## src/rtl/pipeline_pkg.sv

```systemverilog
// Shared types for the five-stage pipeline: forwarding selects, stage controls,
// ALU op codes and the forwarding-source priority rule.
package pipeline_pkg;

  typedef enum logic [1:0] {FWD_REG, FWD_WB, FWD_MEM} fwd_sel_t;

  localparam logic [3:0] ALU_AND = 4'b0000;
  localparam logic [3:0] ALU_OR  = 4'b0001;
  localparam logic [3:0] ALU_ADD = 4'b0010;
  localparam logic [3:0] ALU_SUB = 4'b0110;
  localparam logic [3:0] ALU_SLT = 4'b0111;
  localparam logic [3:0] ALU_NOR = 4'b1100;

  typedef struct packed {
    logic       regwrite;
    logic       memtoreg;
    logic       memwrite;
    logic       alusrc;
    logic       regdst;
    logic       branch;
    logic [3:0] alucontrol;
  } ctrl_t;

  localparam ctrl_t CTRL_BUBBLE = '0;

  // MEM is the younger producer, so it wins over WB; $0 never forwards.
  function automatic fwd_sel_t fwd_pick(input logic [4:0] src,
                                        input logic rw_m, input logic [4:0] wr_m,
                                        input logic rw_w, input logic [4:0] wr_w);
    if (src != 5'd0 && rw_m && wr_m == src) return FWD_MEM;
    if (src != 5'd0 && rw_w && wr_w == src) return FWD_WB;
    return FWD_REG;
  endfunction

endpackage

```

## src/rtl/hazard_unit.sv

```systemverilog
// Combinational hazard detection: EX operand forwarding, load-use stall,
// and flushes for a taken branch (EX) or a jump (ID).
module hazard_unit
  import pipeline_pkg::*;
(
  input  logic [4:0] rsD,
  input  logic [4:0] rtD,
  input  logic [4:0] rsE,
  input  logic [4:0] rtE,
  input  logic [4:0] writeregM,
  input  logic [4:0] writeregW,
  input  logic       regwriteM,
  input  logic       regwriteW,
  input  logic       memtoregE,
  input  logic       takenE,
  input  logic       jumpD,
  output fwd_sel_t   fwdA,
  output fwd_sel_t   fwdB,
  output logic       stallF,
  output logic       stallD,
  output logic       flushD,
  output logic       flushE
);
  logic lwstall;

  assign fwdA = fwd_pick(rsE, regwriteM, writeregM, regwriteW, writeregW);
  assign fwdB = fwd_pick(rtE, regwriteM, writeregM, regwriteW, writeregW);

  assign lwstall = memtoregE && rtE != 5'd0 && (rtE == rsD || rtE == rtD);

  // A taken branch squashes everything younger, so it cancels the stall.
  assign stallF = lwstall && !takenE;
  assign stallD = stallF;
  // A jump waits in ID while a load-use stall is pending.
  assign flushD = takenE || (jumpD && !lwstall);
  assign flushE = takenE || lwstall;

endmodule

```

## src/rtl/pipelined_datapath.sv

```systemverilog
// Five-stage MIPS datapath (IF/ID/EX/MEM/WB) with EX forwarding, load-use
// stall, branch resolved in EX and jump resolved in ID.
module pipelined_datapath
  import pipeline_pkg::*;
#(
  parameter int             N        = 32,
  parameter logic [N-1:0]   RESET_PC = '0
) (
  input  logic          clk,
  input  logic          reset,
  output logic [N-1:0]  pc,
  input  logic [31:0]   instr,
  output logic [31:0]   instrD,
  input  logic          regwriteD,
  input  logic          memtoregD,
  input  logic          memwriteD,
  input  logic          alusrcD,
  input  logic          regdstD,
  input  logic          branchD,
  input  logic          jumpD,
  input  logic [3:0]    alucontrolD,
  output logic          memwriteM,
  output logic [N-1:0]  aluoutM,
  output logic [N-1:0]  writedataM,
  input  logic [N-1:0]  readdataM,
  output logic          stallF,
  output logic          flushE
);
  // Stage records carry N-wide data, so they are typed here where N is known.
  typedef struct packed {
    logic [31:0]  instr;
    logic [N-1:0] pcplus4;
  } if_id_t;
  typedef struct packed {
    ctrl_t        ctrl;
    logic [N-1:0] rd1, rd2, signimm, pcplus4;
    logic [4:0]   rs, rt, rd;
  } id_ex_t;
  typedef struct packed {
    logic         regwrite, memtoreg, memwrite;
    logic [N-1:0] aluout, writedata;
    logic [4:0]   writereg;
  } ex_mem_t;
  typedef struct packed {
    logic         regwrite, memtoreg;
    logic [N-1:0] aluout, readdata;
    logic [4:0]   writereg;
  } mem_wb_t;

  localparam if_id_t  IF_ID_BUBBLE  = '0;
  localparam id_ex_t  ID_EX_BUBBLE  = '0;
  localparam ex_mem_t EX_MEM_BUBBLE = '0;
  localparam mem_wb_t MEM_WB_BUBBLE = '0;

  if_id_t  fd;
  id_ex_t  de, de_next;
  ex_mem_t em;
  mem_wb_t mw;
  ctrl_t   ctrlD;

  logic [N-1:0] rf [32];
  logic [N-1:0] pcplus4F, pc_next, pcjumpD, pcbranchE;
  logic [N-1:0] rd1D, rd2D, signimmD, resultW;
  logic [N-1:0] srcaE, srcbE, wdataE, aluoutE;
  logic [4:0]   rsD, rtD, rdD, writeregE;
  logic         zeroE, takenE, stallD, flushD;
  fwd_sel_t     fwdA, fwdB;

  // ---------------- IF ----------------
  assign pcplus4F = pc + {{(N-3){1'b0}}, 3'd4};

  always_comb begin
    pc_next = pcplus4F;
    if (takenE)      pc_next = pcbranchE;
    else if (flushD) pc_next = pcjumpD;   // without takenE, flushD means a jump is leaving ID
    else if (stallF) pc_next = pc;
  end

  always_ff @(posedge clk or posedge reset)
    if (reset) pc <= RESET_PC;
    else       pc <= pc_next;

  always_ff @(posedge clk or posedge reset)
    if (reset)        fd <= IF_ID_BUBBLE;
    else if (flushD)  fd <= IF_ID_BUBBLE;
    else if (!stallD) fd <= '{instr: instr, pcplus4: pcplus4F};

  // ---------------- ID ----------------
  assign instrD   = fd.instr;
  assign rsD      = fd.instr[25:21];
  assign rtD      = fd.instr[20:16];
  assign rdD      = fd.instr[15:11];
  assign signimmD = {{(N-16){fd.instr[15]}}, fd.instr[15:0]};
  assign pcjumpD  = {fd.pcplus4[N-1:28], fd.instr[25:0], 2'b00};

  assign rd1D = (mw.regwrite && mw.writereg != 5'd0 && mw.writereg == rsD) ? resultW : rf[rsD];
  assign rd2D = (mw.regwrite && mw.writereg != 5'd0 && mw.writereg == rtD) ? resultW : rf[rtD];

  assign ctrlD = '{regwrite: regwriteD, memtoreg: memtoregD, memwrite: memwriteD,
                   alusrc: alusrcD, regdst: regdstD, branch: branchD, alucontrol: alucontrolD};
  assign de_next = '{ctrl: ctrlD, rd1: rd1D, rd2: rd2D, signimm: signimmD,
                     pcplus4: fd.pcplus4, rs: rsD, rt: rtD, rd: rdD};

  always_ff @(posedge clk or posedge reset)
    if (reset)       de <= ID_EX_BUBBLE;
    else if (flushE) de <= ID_EX_BUBBLE;
    else             de <= de_next;

  // ---------------- EX ----------------
  always_comb begin
    case (fwdA)
      FWD_MEM: srcaE = em.aluout;
      FWD_WB:  srcaE = resultW;
      default: srcaE = de.rd1;
    endcase
    case (fwdB)
      FWD_MEM: wdataE = em.aluout;
      FWD_WB:  wdataE = resultW;
      default: wdataE = de.rd2;
    endcase
  end

  assign srcbE = de.ctrl.alusrc ? de.signimm : wdataE;

  always_comb begin
    case (de.ctrl.alucontrol)
      ALU_AND: aluoutE = srcaE & srcbE;
      ALU_OR:  aluoutE = srcaE | srcbE;
      ALU_ADD: aluoutE = srcaE + srcbE;
      ALU_SUB: aluoutE = srcaE - srcbE;
      ALU_SLT: aluoutE = {{(N-1){1'b0}}, $signed(srcaE) < $signed(srcbE)};
      ALU_NOR: aluoutE = ~(srcaE | srcbE);
      default: aluoutE = '0;
    endcase
  end

  assign zeroE     = (aluoutE == '0);
  assign takenE    = de.ctrl.branch && zeroE;
  assign pcbranchE = de.pcplus4 + {de.signimm[N-3:0], 2'b00};
  assign writeregE = de.ctrl.regdst ? de.rd : de.rt;

  always_ff @(posedge clk or posedge reset)
    if (reset) em <= EX_MEM_BUBBLE;
    else       em <= '{regwrite: de.ctrl.regwrite, memtoreg: de.ctrl.memtoreg,
                       memwrite: de.ctrl.memwrite, aluout: aluoutE,
                       writedata: wdataE, writereg: writeregE};

  // ---------------- MEM ----------------
  assign memwriteM  = em.memwrite;
  assign aluoutM    = em.aluout;
  assign writedataM = em.writedata;

  always_ff @(posedge clk or posedge reset)
    if (reset) mw <= MEM_WB_BUBBLE;
    else       mw <= '{regwrite: em.regwrite, memtoreg: em.memtoreg, aluout: em.aluout,
                       readdata: readdataM, writereg: em.writereg};

  // ---------------- WB ----------------
  assign resultW = mw.memtoreg ? mw.readdata : mw.aluout;

  always_ff @(posedge clk or posedge reset)
    if (reset) begin
      for (int i = 0; i < 32; i++) rf[i] <= '0;
    end else if (mw.regwrite && mw.writereg != 5'd0) begin
      rf[mw.writereg] <= resultW;
    end

  hazard_unit u_hazard (
    .rsD       (rsD),
    .rtD       (rtD),
    .rsE       (de.rs),
    .rtE       (de.rt),
    .writeregM (em.writereg),
    .writeregW (mw.writereg),
    .regwriteM (em.regwrite),
    .regwriteW (mw.regwrite),
    .memtoregE (de.ctrl.memtoreg),
    .takenE    (takenE),
    .jumpD     (jumpD),
    .fwdA      (fwdA),
    .fwdB      (fwdB),
    .stallF    (stallF),
    .stallD    (stallD),
    .flushD    (flushD),
    .flushE    (flushE)
  );

endmodule

```

## config.mk

```make
export PLATFORM = sky130hd
export DESIGN_NAME = pipelined_datapath
export DESIGN_NICKNAME = d
export VERILOG_FILES = /design/src/rtl/pipeline_pkg.sv /design/src/rtl/hazard_unit.sv /design/src/rtl/pipelined_datapath.sv
export SDC_FILE = /design/constraint.sdc
export NUM_CORES = 2
export LEC_CHECK = 0
export CAP_MARGIN = 20
export CORE_MARGIN = 5
export CORE_UTILIZATION = 40
export DETAILED_ROUTE_END_ITERATION = 8
export GPL_TIMING_DRIVEN = 0
export HOLD_SLACK_MARGIN = 0.05
export PLACE_DENSITY = 0.58
export SLEW_MARGIN = 40
export SYNTH_ARGS = -nofsm -noshare
export SYNTH_HDL_FRONTEND = slang
export SYNTH_SLANG_ARGS = --single-unit
```

## constraint.sdc

```tcl
create_clock -name clk -period 117.8 [get_ports clk]
set_input_delay 17.67 -clock clk [delete_from_list [all_inputs] [get_ports clk]]
set_output_delay 17.67 -clock clk [all_outputs]
set_load 0.01 [all_outputs]
```

==> run metrics <==
Synth Register Bits=1395; io pins=208; area grow syn2layout=16.0%; Synth Area in Compound Gates=0.137; MaxCap Viol Count=0; Synth Area in Simple Gates=0.112; clk slew on worst S/H paths=0.06 ns; clock sinks=1395; minimum clock period=28.08 ns; most common flop cell mapped by yosys=dfrtp_1; Slew @ Worst Pin=1.10 ns; Worst-Skew Late Latency=0.82 ns; Cell Area, Synth=0.0759 mm²; placed cell areas=0.0827 mm²; CTS buffer count=154; crit path launch type=flip-flop; Fillers=17.4k; largest net degree at the start of global routing=82; via count of the first global-routing pass=62.9k; IO Port Bufs=207; layout cell share with drive strength beyond 1=0.184; CP arrival=10.41 ns; Die Height=446 µm; register area=0.0349 mm²; Root Buffer=clkbuf_16; Setup Skew=0.0265 ns; Seq/Total Area, Yosys=0.460; P per Cell Area=24.5 mW/mm²; vias per inst=6.38; DR iter-0 viols=8427; total setup buffers inserted after CTS=0; dominant cell type by area after synthesis=dfrtp_1; syn_nets=7193; Slew Limit Fails=0; Post-Synth XOR/XNOR Area=0.0119; synth unique cells=84; worst hold-check path type=flip-flop to flip-flop; row count=159; Post-Synth Adder-Cell Area=0.0216; die area=0.198 mm²; # hold bufs at CTS=0; top-area cell type share of the netlist area=0.460; Max transition margin=0.269; fraction of registers with async set/reset=1.00; CP Capture Type=primary output; Routed Antenna Nets=0; largest family of logic cells by synthesized area=multiplexers; DR WL/cell=32.3 µm; initial antenna violation count=25; GR Util All Layers=0.321; Tot Pwr=2.16 mW; post-cts gate resize count=0; syn avg cell area=10.9 µm²; ranking of synthesized cells by area=dfrtp_1, mux4_2, o21ai_0; multi-input combinational cell area=0.0376 mm²; synthesis warning total=0; status=finished with violations; total grt overflow=0; CTS max path bufs=3; hpwl dp=241000 µm; vias post-DR=64.1k; Cells after Synth=6987; post-route DRC violation count=1; htree depth=4; RSZ-0062 raised after global routing=false; starting density of the core=0.403; first-pass GRT wire length=461000 µm; RePlAce Congestion=1.01; Final nets=7609; CTS tree=done; crit path kind=flip-flop to primary output; Die W=446 µm; CP max FO=10; core area=0.188 mm²; mux contribution to synthesized area=0.208; final wirelength=324000 µm; Worst VDD drop=16.5 µV; failing checks=design-rule violations; Final Cycle Share=0.238; Worst Path Required=100.13 ns; Setup-failing EPs final=0; post-route design area=0.0880 mm²; LEAKAGE=37.2 nW; DR pass1 iterations=9; worst hold margin=0.342 ns; Fin. Hold Viols=0; f_max=35.6 MHz; EDFF count, synth=0; setup tns final=0 ns
==> power by group <==
| part | internal (mW) | leakage, nW | total, mW | switching (mW) |
|---|---|---|---|---|
| Combinational | 0.367 | 16.0 | 0.912 | 0.545 |
| Clock | 0.293 | 2.57 | 0.506 | 0.213 |
| Sequential | 0.622 | 18.6 | 0.739 | 0.117 |
==> worst max-delay path: stages (launching register included) <==
cell,delay [ns]
dfrtp_1,0.32
clkbuf_1,0.37
or4_1,0.19
nor2_1,0.07
nor4_2,0.66
buf_2,0.32
clkbuf_1,0.37
o21ai_0,0.14
o21ai_0,0.61
o21ai_0,0.33
ha_1,0.46
clkbuf_1,0.28
nor4_1,0.75
a21boi_1,0.79
nor2_1,0.25
nor4_1,0.36
a31oi_1,0.20
nor4_1,0.72
nand4_1,0.37
nor4b_4,0.72
buf_6,0.30
buf_4,0.27
or2_2,0.15
clkdlybuf4s50_1,0.54
==> layout make-up <==
| cell class | count | area share |
|---|---|---|
| Antenna cell | 17 | 0.000484 |
| Buffer | 780 | 0.0408 |
| Clock buffer | 212 | 0.0502 |
| Clock inverter | 67 | 0.00859 |
| Inverter | 126 | 0.00546 |
| Multi-Input combinational cell | 4686 | 0.427 |
| Sequential cell | 1395 | 0.397 |
| Tap cell | 2495 | 0.0355 |
| Timing Repair Buffer | 260 | 0.0350 |
==> cells by family after synthesis <==
| group | count (synthesis) |
|---|---|
| AOI/OAI and AO/OA | 1792 |
| xor gates and xnor gates | 103 |
| adders and majority gates | 129 |
| buffers and inverters | 906 |
| DFF | 1395 |
| muxes | 769 |
| and+or+nand+nor | 1893 |
==> through the flow <==
stage,util,setup WS [ns],instances
global placement,0.431,44.14,9689
global route,0.467,89.49,10000
floorplan,-,60.79,6987
detailed placement,0.440,90.82,9742
CTS,0.467,89.92,10000
finish,0.467,89.72,10000
==> placed cells by master (no fill, tap or decap), drive strengths merged, types with 48 or more instances in the layout <==
cell type,netlist,final
a2111oi,71,71
a211oi,86,86
a21oi,561,561
buf,191,243
clkbuf,589,801
clkdlybuf4s50,0,207
dfrtp,1395,1395
ha,126,126
inv,126,138
mux2i,91,91
mux4,640,640
nand2,809,809
nand3,50,50
nor2,591,591
nor2b,87,87
nor3,68,68
nor3b,111,111
o21ai,778,778
xnor2,48,48
xor2,55,55
==> sequential cells by signal, indices dropped and copies added (netlist names), 7 cells and up <==
| register | flops |
|---|---|
| rf | 1024 |
| de | 132 |
| mw | 71 |
| aluoutM | 32 |
| de_next | 32 |
| instrD | 32 |
| pc | 32 |
| writedataM | 32 |
| em | 7 |
==> metal layers <==
layer / wire (µm) / vias to the layer above / track usage
li1: - / 26200 / -
met1: 121000 / 32800 / 0.409
met2: 144000 / 4131 / 0.486
met3: 38400 / 953 / 0.108
met4: 21200 / 16 / 0.172
met5: 208 / - / 0.000481
==> path summary, 6_finish.rpt <==
path	slack [ns]	cells past startpoint	end	from
setup / recovery	89.72	23	flushE	de[6]
hold reg to reg	0.34	0	em[71]	de[152]
min in group asynchronous	17.29	2	rf[675]	reset
setup reg to reg	108.44	23	de[141]	de[6]
max in group asynchronous	97.43	9	writedataM[16]	reset
hold / removal	0.34	0	em[71]	de[152]
==> synth_stat cells (55+ instances only) <==
cell type	instances
nor3_1	68
xor2_1	55
inv_1	126
nor2b_1	87
mux4_2	640
clkbuf_1	589
ha_1	126
buf_4	103
a2111oi_0	68
a211oi_1	86
nor2_1	591
o21ai_0	778
nor3b_1	111
buf_1	76
a21oi_1	561
mux2i_1	91
dfrtp_1	1395
nand2_1	809
Note: power is estimated with default switching activity, not from simulation.
